===== src/rtl/game_ui_scheduler_if.sv =====
// UI ROM reader handshake: record request/ack, deadline return and game-time feedback.
// master = scheduler side, slave = ROM reader side.
interface game_ui_scheduler_if #(
  parameter int ADDR_WIDTH    = 10,
  parameter int MAXIMUM_TIMES = 30
);
  logic                     update_ui_time;
  logic [MAXIMUM_TIMES-1:0] next_ui_time;
  logic                     is_end;
  logic [MAXIMUM_TIMES-1:0] current_time;
  logic [ADDR_WIDTH-1:0]    addr;
  logic                     sync_ui_time;

  modport master (
    input  update_ui_time, next_ui_time, is_end,
    output current_time, addr, sync_ui_time
  );

  modport slave (
    output update_ui_time, next_ui_time, is_end,
    input  current_time, addr, sync_ui_time
  );
endinterface


===== src/rtl/game_ui_scheduler.sv =====
// Walks UI records in ROM order, applying each one when game time reaches its deadline.
// Optional macro GAME_UI_WATCHDOG_EN: a FETCH lasting 16 cycles without a record aborts to DONE with fetch_err.
module game_ui_scheduler #(
  parameter int ADDR_WIDTH    = 10,
  parameter int MAXIMUM_TIMES = 30,
  parameter int TICK_DIV      = 100000
) (
  input  logic                clk,
  input  logic                reset_n,
  input  logic                start,
  input  logic                pause,
  game_ui_scheduler_if.master ui,
  output logic                ui_apply,
  output logic                running,
  output logic                done,
  output logic                fetch_err
);
  localparam int DIV_W = (TICK_DIV > 1) ? $clog2(TICK_DIV) : 1;
  localparam logic [DIV_W-1:0]         DIV_LAST = DIV_W'(TICK_DIV - 1);
  localparam logic [DIV_W-1:0]         DIV_ONE  = 1;
  localparam logic [MAXIMUM_TIMES-1:0] TIME_ONE = 1;
  localparam logic [ADDR_WIDTH-1:0]    ADDR_ONE = 1;

  typedef enum logic [1:0] {S_IDLE, S_FETCH, S_WAIT, S_DONE} state_e;

  state_e                   state_q, state_d;
  logic [ADDR_WIDTH-1:0]    addr_q, addr_d;
  logic [MAXIMUM_TIMES-1:0] time_q, time_d;
  logic [MAXIMUM_TIMES-1:0] deadline_q, deadline_d;
  logic [DIV_W-1:0]         div_q, div_d;
  logic                     start_q;
  logic                     ui_apply_q, ui_apply_d;
  logic                     start_rise;
  logic                     time_run;
  logic [MAXIMUM_TIMES-1:0] time_diff;
  logic                     deadline_hit;

  assign start_rise   = start & ~start_q;
  assign time_run     = (state_q == S_FETCH) || (state_q == S_WAIT);
  // Deadline reached when the modular difference is non-negative; survives counter wrap.
  assign time_diff    = time_q - deadline_q;
  assign deadline_hit = ~time_diff[MAXIMUM_TIMES-1];

`ifdef GAME_UI_WATCHDOG_EN
  logic [3:0] wdog_q, wdog_d;
  logic       fetch_err_q, fetch_err_d;
  logic       wdog_expired;

  assign wdog_expired = (wdog_q == 4'd15);

  always_comb begin
    wdog_d = '0;
    if (state_q == S_FETCH && !ui.update_ui_time) wdog_d = wdog_q + 4'd1;
  end

  always_ff @(posedge clk or negedge reset_n) begin
    if (!reset_n) begin
      wdog_q      <= '0;
      fetch_err_q <= 1'b0;
    end else begin
      wdog_q      <= wdog_d;
      fetch_err_q <= fetch_err_d;
    end
  end

  assign fetch_err = fetch_err_q;
`else
  assign fetch_err = 1'b0;
`endif

  always_comb begin
    // NOTE: every always_comb output is defaulted first so no path leaves it unassigned (no latch).
    state_d    = state_q;
    addr_d     = addr_q;
    time_d     = time_q;
    div_d      = div_q;
    deadline_d = deadline_q;
    ui_apply_d = 1'b0;
`ifdef GAME_UI_WATCHDOG_EN
    fetch_err_d = fetch_err_q;
`endif

    if (time_run && !pause) begin
      if (div_q == DIV_LAST) begin
        div_d  = '0;
        time_d = time_q + TIME_ONE;
      end else begin
        div_d  = div_q + DIV_ONE;
      end
    end

    unique case (state_q)
      S_IDLE, S_DONE: begin
        if (start_rise) begin
          state_d = S_FETCH;
          addr_d  = '0;
          time_d  = '0;
          div_d   = '0;
        end
      end
      S_FETCH: begin
        if (ui.update_ui_time) begin
          if (ui.is_end) begin
            state_d = S_DONE;
          end else begin
            deadline_d = ui.next_ui_time;
            ui_apply_d = 1'b1;
            state_d    = S_WAIT;
          end
        end
`ifdef GAME_UI_WATCHDOG_EN
        else if (wdog_expired) begin
          fetch_err_d = 1'b1;
          state_d     = S_DONE;
        end
`endif
      end
      S_WAIT: begin
        if (deadline_hit) begin
          addr_d  = addr_q + ADDR_ONE;
          state_d = S_FETCH;
        end
      end
      default: state_d = S_IDLE;
    endcase
  end

  always_ff @(posedge clk or negedge reset_n) begin
    // NOTE: sequential state uses non-blocking assignments so all registers update from pre-edge values.
    if (!reset_n) begin
      state_q    <= S_IDLE;
      addr_q     <= '0;
      time_q     <= '0;
      div_q      <= '0;
      deadline_q <= '0;
      start_q    <= 1'b0;
      ui_apply_q <= 1'b0;
    end else begin
      state_q    <= state_d;
      addr_q     <= addr_d;
      time_q     <= time_d;
      div_q      <= div_d;
      deadline_q <= deadline_d;
      start_q    <= start;
      ui_apply_q <= ui_apply_d;
    end
  end

  assign ui.sync_ui_time = (state_q != S_FETCH);
  assign ui.addr         = addr_q;
  assign ui.current_time = time_q;
  assign ui_apply        = ui_apply_q;
  assign running         = time_run;
  assign done            = (state_q == S_DONE);
endmodule


===== src/flat_wrapper.sv =====
// flat-port wrapper written by rule: the top's interface ports become plain ports
module game_ui_scheduler_flat 
#(
  parameter int ADDR_WIDTH    = 10,
  parameter int MAXIMUM_TIMES = 30,
  parameter int TICK_DIV      = 100000
)
  (clk, reset_n, start, pause, ui_apply, running, done, fetch_err, ui_update_ui_time, ui_next_ui_time, ui_is_end, ui_current_time, ui_addr, ui_sync_ui_time);
  game_ui_scheduler_if #(.ADDR_WIDTH(ADDR_WIDTH), .MAXIMUM_TIMES(MAXIMUM_TIMES)) ui_i ();
  input  logic clk;
  input  logic reset_n;
  input  logic start;
  input  logic pause;
  output logic ui_apply;
  output logic running;
  output logic done;
  output logic fetch_err;
  input wire logic [$bits(ui_i.update_ui_time)-1:0] ui_update_ui_time;
  input wire logic [$bits(ui_i.next_ui_time)-1:0] ui_next_ui_time;
  input wire logic [$bits(ui_i.is_end)-1:0] ui_is_end;
  output wire logic [$bits(ui_i.current_time)-1:0] ui_current_time;
  output wire logic [$bits(ui_i.addr)-1:0] ui_addr;
  output wire logic [$bits(ui_i.sync_ui_time)-1:0] ui_sync_ui_time;
  assign ui_i.update_ui_time = ui_update_ui_time;
  assign ui_i.next_ui_time = ui_next_ui_time;
  assign ui_i.is_end = ui_is_end;
  assign ui_current_time = ui_i.current_time;
  assign ui_addr = ui_i.addr;
  assign ui_sync_ui_time = ui_i.sync_ui_time;
  game_ui_scheduler #(.ADDR_WIDTH(ADDR_WIDTH), .MAXIMUM_TIMES(MAXIMUM_TIMES), .TICK_DIV(TICK_DIV)) u_core (.clk(clk), .reset_n(reset_n), .start(start), .pause(pause), .ui(ui_i), .ui_apply(ui_apply), .running(running), .done(done), .fetch_err(fetch_err));
endmodule

===== config.mk =====
export PLATFORM = sky130hd
export DESIGN_NAME = game_ui_scheduler_flat
export DESIGN_NICKNAME = d
export VERILOG_FILES = /design/src/rtl/game_ui_scheduler_if.sv /design/src/rtl/game_ui_scheduler.sv /design/src/flat_wrapper.sv
export SDC_FILE = /design/constraint.sdc
export NUM_CORES = 1
export LEC_CHECK = 0
export ABC_CLOCK_PERIOD_IN_PS = 3300
export BUFFER_PORTS_ARGS = -buffer_cell sky130_fd_sc_hd__buf_2
export CAP_MARGIN = 20
export CORE_UTILIZATION = 32
export CTS_CLUSTER_DIAMETER = 80
export DETAILED_ROUTE_END_ITERATION = 8
export GPL_TIMING_DRIVEN = 0
export PLACE_DENSITY = 0.5
export SETUP_SLACK_MARGIN = 0.3
export SLEW_MARGIN = 0
export SYNTH_ARGS = -nofsm -noshare
export SYNTH_HDL_FRONTEND = slang
export SYNTH_SLANG_ARGS = --single-unit

===== constraint.sdc =====
create_clock -name clk -period 3.3 [get_ports clk]
set_input_delay 0.66 -clock clk [delete_from_list [all_inputs] [get_ports clk]]
set_output_delay 0.66 -clock clk [all_outputs]
set_load 0.02 [all_outputs]

==> results.json, run 1 <==
{
  "outcome": "finished with violations",
  "violations": "DRC",
  "rows": 44,
  "synth_top_area_share_pct": 46.7,
  "tns_ps": 0,
  "final_area_um2": 5920,
  "met3WireLength_um": 477,
  "clock_skew_ps": 6.47,
  "power.switching_w": 0.00123,
  "cp_slowest_stage_delay_ps": 530,
  "regToRegStartpoint": "u_core.state_q[0]",
  "slew_headroom_pct": 62.4,
  "track_usage_pct": 16.2,
  "yosysMostFrequentCell": "dfrtp_1",
  "cts_root_buf": "clkbuf_16",
  "dieArea_um2": 15700,
  "viasPerCell": 4.91,
  "reg2reg_slack_ps": 410,
  "ant_nets": 0,
  "cts.sinks": 91,
  "syn_area_um2": 4880,
  "crit_arrival_ps": 3170,
  "clk_latency_ps": 340,
  "synth-main-ff-cell": "dfrtp_1",
  "fin_nets": 697,
  "p_int_w": 0.00228,
  "p_sw_share_pct": 35.0,
  "clk_pin_slew_ps": 70,
  "wl_per_cell_um": 14.6,
  "r2r-end": "u_core.ui.current_time[16]",
  "grt_pass1_wl_um": 20100,
  "core_area_um2": 14700,
  "final_util_pct": 40.3,
  "syn_nets": 604,
  "ys_top_cells_by_area": "dfrtp_1 47%, ha_1 8.7%, nor2_1 5.1%",
  "synth_edf_count": 0,
  "synth_commonest_cells": "91 x dfrtp_1, 66 x nor2_1, 64 x nand2_1",
  "worstSetupEndpointType": "register",
  "worst-path-buf-inv": 3,
  "die_w_um": 125,
  "synth_seq_area_share_pct": 46.7,
  "io_pins": 81,
  "setup_viol": 0,
  "finalPower_w": 0.00351,
  "dp_hpwl_um": 8690,
  "top_layer": "met4",
  "ir_drop_mv": 0.306,
  "synthArstFlopShare_pct": 100,
  "dr.pass1.iters": 8,
  "first_global_vias": 3947,
  "syn_avg_cell_area_um2": 9.14,
  "period_share_pct": 87.7,
  "area_growth_pct": 21.4,
  "min-delay-path-class": "primary input to asynchronous set/reset pin",
  "via_count": 4005,
  "crit_path_start_kind": "register",
  "layout_min_cycle_time_ps": 2890,
  "synth_cell_types": 47,
  "clock_path_buffers": 2,
  "synth_seq_cells": 91,
  "synthCells": 534,
  "drt_iter0_markers": 230,
  "required_ps": 3570,
  "routabilityCongestion": 0.753,
  "worstPathMaxFanout": 7,
  "cts-buffers-inserted": 9,
  "hold_viol_final": 0,
  "wl_met2_um": 5390,
  "placed_area_um2": 5530,
  "antenna_cells": 0,
  "max_freq_mhz": 345,
  "p_leak_nw": 2.88,
  "path_cells": "inv_2, ha_4, or2_1, buf_6, or2_1, or4_4, buf_8, or3_4, or3_4, a21oi_2",
  "grt_overflow": 0,
  "crit_family": "simple AND/OR/NAND/NOR gates",
  "cap_violations": 0,
  "worstMarginPinSlew_ps": 560,
  "tritoncts": "built",
  "slew_viol_final": 0,
  "stdcell_count": 816,
  "die_h_um": 125,
  "wirelength_um": 11900,
  "cts_hold_buffers": 0,
  "grt_start_max_net_pins": 63,
  "crit_path_top_delay_cell": "or4_4",
  "antenna_found_initial": 0,
  "worstRegToRegCells": 10,
  "yosys_warnings": 0,
  "wl_met1_um": 5890,
  "clkPwrFrac_pct": 27.7,
  "drc": 7,
  "worstSetupPathType": "register to register",
  "cts_htree_levels": 3,
  "p_comb_share_pct": 31.3,
  "pwr-share-seq_pct": 41.0,
  "port_buffers": 79,
  "start_util_pct": 33.2,
  "placed_cells": 798,
  "p_per_area_nw_per_um2": 592,
  "rsz0062_at_grt": "false",
  "drive_gt1_share_pct": 19.1,
  "synth_top_cell_by_area": "dfrtp_1"
}
==> cell families after synthesis <==
| family | count (synthesis) | synth area share [%] |
|---|---|---|
| AND/OR/NAND/NOR | 213 | 20.8 |
| adder cells (fa/ha/maj) | 34 | 8.72 |
| buffers and inverters | 66 | 5.36 |
| multiplexers | 3 | 0.641 |
| other | 1 | 0.0769 |
| XOR/XNOR | 43 | 7.72 |
| flip-flops | 91 | 46.7 |
| AO/OA/AOI/OAI | 83 | 10.0 |
==> per-layer routing <==
| layer | GRT usage [%] | vias up |
|---|---|---|
| met3 | 4.15 | 10 |
| met2 | 25.4 | 75 |
| met4 | 4.23 | 0 |
| met1 | 22.1 | 1922 |
| li1 | - | 1998 |
| met5 | 0 | - |
==> area by class of cell <==
type                    instances  area (um2)
plain buffers                  21         106
fillers                      1504        8780
flip-flops and latches         91        2280
well taps                     184         230
repair buffers                 82         440
inverters                      45         169
multi-input cells             377        2420
clock inverters                 2        10.0
clock buffers                  14         264
==> stage by stage <==
stage          setup WS, ps  hold slack, ps
6_report                405             250
5_1_grt                 309             267
4_1_cts                 309             257
3_5_place_dp           48.4             496
3_3_place_gp           93.6             484
2_1_floorplan           446             364
==> power groups by stage <==
stage          Combinational [W]  Sequential [W]  Clock, W
6_report                 0.00110         0.00144  0.000971
5_1_grt                  0.00127         0.00146   0.00105
4_1_cts                  0.00108         0.00144   0.00100
3_5_place_dp             0.00106         0.00146         0
3_3_place_gp             0.00103         0.00146         0
2_1_floorplan           0.000733         0.00145         0
==> worst max path at each step <==
stage	slack, ps	endpoint	start	cells past startpoint
final	410	u_core.ui.current_time[16]	u_core.state_q[0]	10
after global routing	310	u_core.ui.addr[2]	u_core.ui.current_time[24]	8
after CTS	310	u_core.ui.current_time[16]	u_core.state_q[1]	9
after detailed placement	50	u_core.ui.current_time[26]	u_core.state_q[0]	11
after global placement	90	u_core.ui.current_time[26]	u_core.state_q[0]	11
after floorplan	450	u_core.ui.current_time[16]	u_core.state_q[0]	10
==> sequential cells by signal (all words and copies together) (netlist names) <==
register                count
u_core.deadline_q          30
u_core.ui.current_time     30
u_core.div_q               17
u_core.ui.addr             10
u_core.state_q              2
u_core.start_q              1
u_core.ui_apply             1
==> worst register-to-register path, cell delays in order (launching register included) <==
cell and delay [ps]:
dfrtp_1 390, inv_2 70, ha_4 210, or2_1 230, buf_6 130, or2_1 240, or4_4 530, buf_8 160
or3_4 360, or3_4 380, a21oi_2 140
==> layout by cell type (no fill, tap or decap), drive strengths merged, types with 15 or more instances in the layout <==
cell | Yosys | final
xnor2 | 15 | 15
inv | 45 | 45
clkbuf | 18 | 30
o21ai | 42 | 42
dfrtp | 91 | 91
ha | 34 | 34
xor2 | 28 | 28
nand2 | 64 | 64
nand4 | 20 | 20
buf | 3 | 87
nor2 | 66 | 66
a21oi | 19 | 19
nand3 | 18 | 18
==> repair_timing <==
| action | 4_1_cts | 5_1_grt |
|---|---|---|
| endpoints found under the setup margin | 28 | 37 |
| buffers inserted | 1 | 1 |
| pin swaps | 2 | 0 |
| gates resized for setup | 8 | 18 |
Note: power is estimated with default switching activity, not from simulation.
==> inputs of run 2 (changes only) <==
BUFFER_PORTS_ARGS = -buffer_cell sky130_fd_sc_hd__clkbuf_2   (was -buffer_cell sky130_fd_sc_hd__buf_2)
SLEW_MARGIN = 20   (was 0)
==> results.json, run 2 (same netlist as run 1, synthesis figures left out) <==
{
  "tritoncts": "built",
  "p_comb_share_pct": 30.7,
  "start_util_pct": 33.2,
  "layout_min_cycle_time_ps": 2940,
  "cp_slowest_stage_delay_ps": 530,
  "p_per_area_nw_per_um2": 597,
  "crit_family": "simple AND/OR/NAND/NOR gates",
  "top_layer": "met4",
  "first_global_vias": 4003,
  "wl_per_cell_um": 14.4,
  "outcome": "finished with violations",
  "drt_iter0_markers": 217,
  "met3WireLength_um": 506,
  "cts_root_buf": "clkbuf_16",
  "violations": "DRC",
  "dieArea_um2": 15700,
  "layout_commonest_cell": "dfrtp_1",
  "cp-endpoint": "u_core.ui.current_time[16]",
  "drive_gt1_share_pct": 18.8,
  "critical_path.startpoint": "u_core.state_q[1]",
  "port_buffers": 79,
  "worstSetupPathType": "register to register",
  "cts-buffers-inserted": 9,
  "slew_headroom_pct": 62.6,
  "cts.sinks": 91,
  "pwr-share-seq_pct": 40.7,
  "core_area_um2": 14700,
  "wl_met2_um": 5300,
  "die_w_um": 125,
  "antenna_found_initial": 0,
  "dr.pass1.iters": 8,
  "routabilityCongestion": 0.764,
  "tns_ps": 0,
  "cp.depth": 9,
  "hold_viol_final": 0,
  "antenna_cells": 0,
  "drc": 7,
  "ant_nets": 0,
  "grt_start_max_net_pins": 63,
  "track_usage_pct": 16.1,
  "rows": 44,
  "clock_path_buffers": 2,
  "io_pins": 81,
  "cts_htree_levels": 3,
  "setup_viol": 0,
  "worstSetupEndpointType": "register",
  "period_share_pct": 89.2,
  "clk_pin_slew_ps": 70,
  "cap_violations": 0,
  "die_h_um": 125,
  "fin_nets": 697,
  "final_util_pct": 40.3,
  "wirelength_um": 11700,
  "regToRegStartpoint": "u_core.state_q[1]",
  "worstPathMaxFanout": 7,
  "clkPwrFrac_pct": 28.6,
  "worst-path-buf-inv": 2,
  "clk_latency_ps": 350,
  "grt_pass1_wl_um": 20000,
  "final_cell_mix": "89 x dfrtp_1, 79 x clkbuf_2, 66 x nor2_1",
  "min-delay-path-class": "primary input to asynchronous set/reset pin",
  "worstRegToRegCells": 9,
  "p_sw_share_pct": 34.6,
  "via_count": 3949,
  "crit_arrival_ps": 3210,
  "reg2reg_slack_ps": 360,
  "crit_path_top_delay_cell": "or4_4",
  "clock_skew_ps": 9.46,
  "p_leak_nw": 2.87,
  "wl_met1_um": 5740,
  "ir_drop_mv": 0.328,
  "crit_path_start_kind": "register",
  "rsz0062_at_grt": "true",
  "p_int_w": 0.00232,
  "required_ps": 3570,
  "area_growth_pct": 21.5,
  "grt_overflow": 0,
  "r2r-end": "u_core.ui.current_time[16]",
  "max_freq_mhz": 340,
  "slew_viol_final": 0,
  "worstMarginPinSlew_ps": 561,
  "power.switching_w": 0.00122,
  "dp_hpwl_um": 8600,
  "path_cells": "ha_4, or2_1, buf_6, or2_1, or4_4, buf_6, or3_1, or3_1, a21oi_1",
  "viasPerCell": 4.84
}
run 2: cell types whose count changed in the layout (fill, tap and decap cells not counted), moves of 2 or more:
cell	previous run	this run
clkbuf_2	2	79
clkbuf_8	2	5
or3_4	2	0
or3_1	4	6
buf_2	80	2
run 2: power by group through the flow:
stage | logic [W] | registers [W] | clock network [W]
floorplan | 0.000733 | 0.00145 | 0
global placement | 0.00103 | 0.00146 | 0
detailed placement | 0.00106 | 0.00146 | 0
CTS | 0.00109 | 0.00144 | 0.00106
global route | 0.00126 | 0.00147 | 0.00110
finish | 0.00109 | 0.00144 | 0.00101
run 2: how the worst min path moves through the flow:
stage | startpoint | endpoint | slack [ps] | cells past startpoint
2_1_floorplan | reset_n | u_core.deadline_q[0] | 360 | 0
3_3_place_gp | u_core.deadline_q[29] | u_core.deadline_q[29] | 480 | 2
3_5_place_dp | u_core.deadline_q[29] | u_core.deadline_q[29] | 500 | 2
4_1_cts | reset_n | u_core.deadline_q[7] | 200 | 1
5_1_grt | reset_n | u_core.deadline_q[7] | 200 | 1
6_report | reset_n | u_core.deadline_q[7] | 200 | 1
run 2: metrics by stage:
stage          hold slack (ps)  cells  power [W]  instance area, um2  setup slack [ps]
2_1_floorplan              364    534    0.00218                4880               446
3_3_place_gp               484    797    0.00249                5500              86.0
5_1_grt                    203    816    0.00382                5930               293
4_1_cts                    204    815    0.00359                5890               329
3_5_place_dp               495    798    0.00252                5540              66.6
6_report                   202    816    0.00354                5930               357
run 2: layout make-up:
type	count	area, um2
Tap cell	184	230
Multi-Input combinational cell	377	2410
Buffer	21	101
Fill cell	1486	8770
Sequential cell	91	2280
Clock buffer	15	288
Clock inverter	1	5.00
Timing Repair Buffer	82	447
Inverter	45	169
run 2: per-layer routing:
| metal | global-route usage [%] | up-vias |
|---|---|---|
| li1 | - | 2000 |
| met3 | 4.24 | 13 |
| met2 | 25.4 | 75 |
| met1 | 21.5 | 1861 |
| met4 | 5.09 | 0 |
| met5 | 0 | - |
run 2: timing repair:
action / 4_1_cts / 5_1_grt
hold buffers: 0 / 0
pin swaps: 2 / 1
buffers inserted: 1 / 1
gates resized for setup: 8 / 14
endpoints found under the setup margin: 28 / 31
